===== src/rtl/bus_timer_pkg.sv =====
// Shared definitions for the memory-mapped countdown timer: register map,
// CTRL bit positions, mode encodings, FSM states and the byte-lane merge helper.
package bus_timer_pkg;

  localparam logic [1:0] OFF_CTRL     = 2'd0;
  localparam logic [1:0] OFF_PRESET   = 2'd1;
  localparam logic [1:0] OFF_COUNT    = 2'd2;
  localparam logic [1:0] OFF_PRESCALE = 2'd3;

  localparam int CTRL_EN      = 0;
  localparam int CTRL_MODE_LO = 1;
  localparam int CTRL_MODE_HI = 2;
  localparam int CTRL_IM      = 3;

  localparam logic [1:0] MODE_ONESHOT = 2'b00;
  localparam logic [1:0] MODE_RELOAD  = 2'b01;

  typedef enum logic [1:0] {
    IDLE = 2'd0,
    LOAD = 2'd1,
    CNT  = 2'd2,
    INT  = 2'd3
  } state_e;

  // Replace only the byte lanes selected by be; shared with the data memory.
  function automatic logic [31:0] byte_merge(input logic [31:0] old_w,
                                             input logic [31:0] new_w,
                                             input logic [3:0]  be);
    logic [31:0] res;
    res = old_w;
    for (int i = 0; i < 4; i++) begin
      if (be[i]) res[i*8 +: 8] = new_w[i*8 +: 8];
    end
    return res;
  endfunction

endpackage


===== src/rtl/bus_timer_prescaler.sv =====
// Compare-and-tick prescaler: tick_o pulses when the running counter matches
// prescale_i; the counter restarts on clear_i (LOAD) and on every tick.
module timer_prescaler #(
  parameter int PS_W = 8
) (
  input  logic            clk,
  input  logic            reset,
  input  logic            clear_i,
  input  logic            run_i,
  input  logic [PS_W-1:0] prescale_i,
  output logic            tick_o
);

  logic [PS_W-1:0] cnt_q;

  assign tick_o = run_i && (cnt_q == prescale_i);

  always_ff @(posedge clk or negedge reset) begin
    if (!reset) begin
      cnt_q <= '0;
    end else if (clear_i || tick_o) begin
      cnt_q <= '0;
    end else if (run_i) begin
      cnt_q <= cnt_q + PS_W'(1);
    end
  end

endmodule


===== src/rtl/bus_timer.sv =====
// Memory-mapped countdown timer on the CPU data port with level interrupt.
// Optional TIMER_PRESCALE_EN adds an 8-bit PRESCALE register at offset 3.
module bus_timer
  import bus_timer_pkg::*;
#(
  parameter logic [31:0] BASE_ADDR = 32'h0000_7F00,
  parameter int          CNT_W     = 32
) (
  input  logic        clk,
  input  logic        reset,
  input  logic [31:0] addr,
  input  logic        we,
  input  logic [3:0]  byteen,
  input  logic [31:0] wdata,
  output logic [31:0] rdata,
  output logic        hit,
  output logic        irq
);

  logic [1:0]       off;
  logic             ctrl_wr, preset_wr;
  logic [3:0]       ctrl_q, ctrl_d;
  logic [CNT_W-1:0] preset_q, preset_d;
  logic [CNT_W-1:0] count_q, count_d;
  logic             irq_flag_q, irq_flag_d;
  state_e           state_q, state_d;
  logic             dec_tick;
  logic             unused_addr_lsb;

  assign hit             = (addr[31:4] == BASE_ADDR[31:4]);
  assign off             = addr[3:2];
  assign unused_addr_lsb = ^addr[1:0];
  assign ctrl_wr         = we && hit && (off == OFF_CTRL);
  assign preset_wr       = we && hit && (off == OFF_PRESET);
  assign irq             = irq_flag_q & ctrl_q[CTRL_IM];

`ifdef TIMER_PRESCALE_EN
  logic [7:0] prescale_q;

  always_ff @(posedge clk or negedge reset) begin
    if (!reset) begin
      prescale_q <= '0;
    end else if (we && hit && (off == OFF_PRESCALE) && byteen[0]) begin
      prescale_q <= wdata[7:0];
    end
  end

  timer_prescaler #(.PS_W(8)) u_prescaler (
    .clk        (clk),
    .reset      (reset),
    .clear_i    (state_q == LOAD),
    .run_i      ((state_q == CNT) && ctrl_q[CTRL_EN]),
    .prescale_i (prescale_q),
    .tick_o     (dec_tick)
  );
`else
  assign dec_tick = 1'b1;
`endif

  always_comb begin
    ctrl_d     = ctrl_q;
    preset_d   = preset_q;
    count_d    = count_q;
    irq_flag_d = irq_flag_q;
    state_d    = state_q;
    case (state_q)
      IDLE: if (ctrl_q[CTRL_EN]) state_d = LOAD;
      LOAD: begin
        count_d = preset_q;
        state_d = CNT;
      end
      CNT: begin
        if (!ctrl_q[CTRL_EN]) begin
          state_d = IDLE;
        end else if (dec_tick) begin
          if (count_q > CNT_W'(1)) begin
            count_d = count_q - CNT_W'(1);
          end else begin
            count_d = '0;
            state_d = INT;
          end
        end
      end
      INT: begin
        irq_flag_d = 1'b1;
        if (ctrl_q[CTRL_MODE_HI:CTRL_MODE_LO] == MODE_RELOAD) begin
          state_d = LOAD;
        end else begin
          ctrl_d[CTRL_EN] = 1'b0;
          state_d         = IDLE;
        end
      end
      default: state_d = IDLE;
    endcase
    // Bus write lanes override the FSM's EN clear; the INT set beats the clear.
    if (ctrl_wr) begin
      ctrl_d = 4'(byte_merge({28'b0, ctrl_d}, wdata, byteen));
      if (state_q != INT) irq_flag_d = 1'b0;
    end
    if (preset_wr) preset_d = CNT_W'(byte_merge(32'(preset_q), wdata, byteen));
  end

  always_ff @(posedge clk or negedge reset) begin
    if (!reset) begin
      ctrl_q     <= '0;
      preset_q   <= '0;
      count_q    <= '0;
      irq_flag_q <= 1'b0;
      state_q    <= IDLE;
    end else begin
      ctrl_q     <= ctrl_d;
      preset_q   <= preset_d;
      count_q    <= count_d;
      irq_flag_q <= irq_flag_d;
      state_q    <= state_d;
    end
  end

  always_comb begin
    rdata = '0;
    if (hit) begin
      case (off)
        OFF_CTRL:   rdata = {28'b0, ctrl_q};
        OFF_PRESET: rdata = 32'(preset_q);
        OFF_COUNT:  rdata = 32'(count_q);
`ifdef TIMER_PRESCALE_EN
        OFF_PRESCALE: rdata = {24'b0, prescale_q};
`endif
        default:    rdata = '0;
      endcase
    end
  end

endmodule


===== config.mk =====
export PLATFORM = sky130hd
export DESIGN_NAME = bus_timer
export DESIGN_NICKNAME = d
export VERILOG_FILES = /design/src/rtl/bus_timer_pkg.sv /design/src/rtl/bus_timer_prescaler.sv /design/src/rtl/bus_timer.sv
export SDC_FILE = /design/constraint.sdc
export NUM_CORES = 1
export LEC_CHECK = 0
export ABC_CLOCK_PERIOD_IN_PS = 3750
export BUFFER_PORTS_ARGS = -buffer_cell sky130_fd_sc_hd__buf_4
export CORE_UTILIZATION = 29
export DETAILED_ROUTE_END_ITERATION = 16
export PLACE_DENSITY = 0.57
export SYNTH_ARGS = -nofsm -noshare
export SYNTH_HDL_FRONTEND = slang
export SYNTH_SLANG_ARGS = --single-unit

===== constraint.sdc =====
create_clock -name clk -period 3.75 [get_ports clk]
set_input_delay 0.5625 -clock clk [delete_from_list [all_inputs] [get_ports clk]]
set_output_delay 0.5625 -clock clk [all_outputs]
set_load 0.02 [all_outputs]

# [After elaboration in Yosys (flattened, before gate mapping)]
# Cells that the tools add are included.
[op_classes] addsub=1 magnitude_cmp=1 n_eq_ne=11 n_mux=17 bitwise_logic=1 n_reduce_logical=13
[op_table] op="$mux W32" count=3
[op_table] op="$pmux W32 S3" count=1
[op_table] op="$pmux W32 S2" count=1
[op_table] op="$gt A32 B1 Y1 const B" count=1
[op_table] op="$sub A32 B1 Y32 const B" count=1
[op_table] op="$eq A28 B11 Y1 const B" count=1
[op_table] op="$reduce_and A2 Y1" count=7
[op_table] op="$mux W1" count=8
[op_table] op="$pmux W2 S4" count=1
[op_table] op="$eq A2 B1 Y1 const B" count=3
[op_table] op="$eq A2 B2 Y1 const B" count=3
[op_table] op="$mux W2" count=3
[op_table] op="$ne A2 B2 Y1 const B" count=3
[op_table] op="$logic_not A2 Y1" count=2
[op_table] op="$logic_and A1 B1 Y1" count=3
[op_table] op="$ne A3 B3 Y1 const B" count=1
[op_table] op="$reduce_bool A2 Y1" count=1
[op_table] op="$and A1 B1 Y1" count=1
[word_totals] register_bits=71 inputBits=71 output_inout_bits=34 word_cells=53

# [Longest topological paths before layout]
[logic_depth] word_depth=5 ltp_mapped=8 ltp_nobuf=7

# [Worst setup path before layout]
# No wires, ideal clock.
[synth_path] path_kind="register -> register" startpoint="reg count_q[6]" endpoint="reg count_q[25]" setup_time_ns=0.069 arrival_ns=2.747 t_required_ns=3.681 path_slack_ns=0.935 path_stages_with_launch=8 path_buffers=2 synth_period_minus_slack_ns=2.815 path_cell_list="dfrtp_1 or4_1 clkbuf_2 or4_1 buf_2 or4_4 or4b_1 nand3_1"
[synth_via] elab_chain_cells=4 word_cells_on_any_way=5 cone_classes="add/sub (1); order compare (1); mux (3)"
[synth_rtl] element="from (decl)" line_no="bus_timer.sv:24" text="logic [CNT_W-1:0] count_q, count_d;"
[synth_rtl] element="from (signal assigned)" line_no="bus_timer.sv:113" text="count_q <= count_d;"
[synth_rtl] element="$sub A32 B1 Y32 or $gt A32 B1 Y1 (tied branches)" line_no="bus_timer.sv:77, bus_timer.sv:76"
[synth_rtl] element="$mux W32 (*)" line_no="bus_timer.sv:76" text="if (count_q > CNT_W'(1)) begin"
[synth_rtl] element="$mux W32 (*)" line_no="bus_timer.sv:73" text="if (!ctrl_q[CTRL_EN]) begin"
[synth_rtl] element="$pmux W32 S2 (*)" line_no="bus_timer.sv:66" text="case (state_q)"
# Every way passes the cells marked *; elsewhere a longest branch is shown, timed or not. The select of a mux whose other input is x is not followed.
# A chain may end at the register's enable or synchronous reset.

# [Worst setup path in the final report]
[layout_path] startpoint="reg count_q[4]" endpoint="reg count_q[25]"
# Same word-level chain as after synthesis.

==> qor_table.md <==
| Result | Reported | Unit |
|---|---|---|
| Final Hold Fails | 0 | - |
| Clk_skew | 0.008586 | ns |
| Capturing instance or port of the critical path | count_q[25] | - |
| Maximum clock frequency | 328.8 | MHz |
| Number of antenna violations at the first check in global routing | 0 | - |
| Maximum fanout along the worst path | 7 | - |
| Synth Instances | 447 | - |
| Critical Path Max Stage Delay | 0.67 | ns |
| # IOs | 105 | - |
| Power density relative to cell area | 312.5 | nW/um^2 |
| Core ar. | 13930 | sq um |
| Largest area contributor in the netlist | dfrtp_1 | - |
| Number of antenna-violating nets in the routed design | 0 | - |
| Cell chain of the critical path | or4_1 -> or4_1 -> or4_4 -> or4b_1 -> nand3_1 | - |
| Detailed placer's ending HPWL | 9.177 | mm |
| Ratio of cells with drive above 1 in the final layout | 31.97 | % |
| Worst path bufs/invs | 0 | - |
| Peak supply drop | 0.1813 | mV |
| P&R area growth vs syn | 29.80 | % |
| Unrepaired setup endpoints after global routing | false | - |
| Sequential share of the synthesized area | 42.57 | % |
| Area occupied by registers | 1777 | sq um |
| Max-cap check violation count | 0 | - |
| Time the final worst path needs with I/O delays and setup | 3.041 | ns |
| Final instance count without filler cells | 718 | - |
| Terminus of the critical flop-to-flop path | count_q[25] | - |
| #FFs+latches synth | 71 | - |
| Most used standard cells in the synthesized netlist | 71 x dfrtp_1, 53 x nor2_1, 37 x a22oi_1 | - |
| Number of buffers between clock root and the deepest sink | 2 | - |
| Critical-path top delay cell | or4_1 | - |
| Resize count post-CTS | 0 | - |
| Vias per cell | 5.533 | - |
| Critical path type | reg2reg | - |
| Synth Net Count | 520 | - |
| Final setup violating endpoints | 0 | - |
| Run status | complete, no violations | - |
| CP Depth | 5 | - |
| Area used by multi-input combinational logic | 2223 | sq um |
| Crit path DAT | 3.31 | ns |
| Clock slew seen by the registers of the worst setup and hold paths | 0.06 | ns |
| Number of buffers inserted by hold repair at cts | 0 | - |
| Kind of end point of the critical path | flip-flop | - |
| Launching element of the worst setup path | count_q[4] | - |
| Count of clock tree sinks | 71 | - |
| Number of design rule violations left after detail routing | 0 | - |
| Global Route Usage Sum | 18.02 | % |
| Routability cong. | 0.8477 | - |
| Launching point of the worst reg2reg path | count_q[4] | - |
| Yosys warning total | 0 | - |
| N_diodes | 0 | - |
| Site row count | 43 | - |
| Setup TNS | 0 | ns |
| Area of the die | 14880 | sq um |
| Netlist cell types | 49 | - |
| Required arrival time at the worst endpoint | 4.02 | ns |
| Port buffer count | 102 | - |
| Count of placed standard cells including taps | 704 | - |
| Proportion of netlist area held by the largest area contributor | 42.57 | % |
| Worst Hold Class | in2async | - |
| Pin count of the biggest net entering global routing | 72 | - |
| Chip width | 122.0 | um |
| Kind of start point of the critical path | flip-flop | - |
| First-pass GRT wire length | 20.69 | mm |
| Dominant synthesized flop cell | dfrtp_1 | - |
| Worst slew pin tran | 0.9438 | ns |
| Most area-consuming cells after synthesis | dfrtp_1 43%, mux2_2 9.7%, a22oi_1 6.7% | - |
| Leakage Power | 2.482 | nW |
| Total number of vias | 3973 | - |
| Worst Reg2Reg Path Length in Cells | 5 | - |
| Number of buffers created by CTS | 9 | - |
| 1st-pass router iterations | 5 | - |
| Initial drt markers | 227 | - |
| Final Slew Violations | 0 | - |
| Cell with the most instances after synthesis | dfrtp_1 | - |
| Worst setup slack for register-to-register paths | 0.71 | ns |
| Average cell area after synthesis | 9.338 | sq um |
| Via count of the first global-routing pass | 3964 | - |
| Die H | 122.0 | um |
| Clock tree root driver cell | clkbuf_16 | - |
| Initial standard-cell utilization of the core | 29.95 | % |
| Cell area after synthesis | 4174 | sq um |
| Worst skew pair latency | 0.34 | ns |
| Proportion of register bits with asynchronous set or reset after synthesis | 100.0 | % |
| H-tree depth | 3 | - |
| Total Wirelength | 12.76 | mm |
| Count of fill cells added during filler insertion | 1407 | - |
| Gate family responsible for the most delay along the worst path | simple AND/OR/NAND/NOR gates | - |
| WL per Instance | 17.77 | um |
| Nets@finish | 608 | - |
| Share of the cycle needed by the critical path after routing | 81.11 | % |
| Leftover overflow at the end of global routing | 0 | - |
| TritonCTS clock tree | built | - |
| Most used cell, CP | or4_1 | - |
| Buffer count from post-CTS setup fixing | 0 | - |
| Post-synth EDFFs | 0 | - |
| Headroom to the max-slew limit | 37.08 | % |
per-stage QoR:
step	util [%]	hold WS, ns	instance area (sq um)	worst slack [ns]	power [mW]
6_report	38.88	0.3648	5418	0.7086	1.693
2_1_floorplan	-	0.2669	4174	0.9347	0.7957
3_5_place_dp	36.87	0.5049	5137	0.7469	0.8740
4_1_cts	38.88	0.4226	5418	0.7252	1.719
3_3_place_gp	36.87	0.4844	5137	0.7772	0.8725
5_1_grt	38.88	0.4488	5418	0.6103	1.754
routing by layer:
metal  share of wire [%]  track usage, %  routed length, um  vias up
met3                 6.5           3.371                827       14
met5                   0               0                  0        -
li1                    -               -                  -     1890
met4                 1.7           7.639                212        0
met1                  45           24.10               5729     1930
met2                  47           28.28               5991      139
power by group:
group	internal, mW	switching (mW)	total [mW]
Sequential	0.767	0.00000000726	0.767
Clock	0.526	0.308	0.835
Combinational	0.0500	0.0418	0.0918
Total	1.34	0.350	1.69
state kept, by name (all words and copies together), names as in the netlist:
register and flops:
count_q 32, preset_q 32, state_q 2, ctrl_q 4
irq_flag_q 1
how the worst min path moves through the flow:
stage                from            to  slack (ns)  cells after the start
6_report            reset  preset_q[16]        0.36                      1
5_1_grt             reset  preset_q[16]        0.45                      1
4_1_cts             reset  preset_q[16]        0.42                      1
3_5_place_dp   irq_flag_q    irq_flag_q        0.50                      1
3_3_place_gp   irq_flag_q    irq_flag_q        0.48                      1
2_1_floorplan       reset    count_q[0]        0.27                      0
cells by family after synthesis:
| kind of cell | Yosys count | share of synthesized area [%] |
|---|---|---|
| mux | 40 | 10.67 |
| compound gates | 118 | 20.80 |
| simple gates | 166 | 20.80 |
| flops | 71 | 42.57 |
| fa+ha+maj | 2 | 0.5994 |
| buf+inv | 50 | 4.556 |
cell usage in the layout, fill, tap and decap left out, types with 3 or more instances in the layout:
cell type / instances
dfrtp_1: 71
inv_1: 10
o211ai_1: 15
a21oi_1: 10
clkbuf_1: 3
clkbuf_16: 9
nand3_1: 15
o22ai_1: 3
nand4_1: 10
a221o_1: 6
buf_4: 116
nor3_1: 14
nor2_1: 53
a22o_1: 3
o31ai_1: 4
mux2_2: 36
or3_1: 11
nand2b_1: 4
o311ai_0: 3
nor2b_1: 3
a22oi_1: 37
or4_1: 10
nand2_1: 18
nor4_1: 11
mux2i_1: 4
a32oi_1: 11
or2_2: 3
o21ai_0: 13
and2_1: 3
final cells by class:
class,count,area share (%)
clock buffers,13,4.619
clock inverters,1,0.5543
inverters,11,0.7621
multi-input cells,326,41.04
flip-flops and latches,71,32.79
well taps,180,4.157
repair buffers,116,16.07
Power figures use the tool's default switching activity.
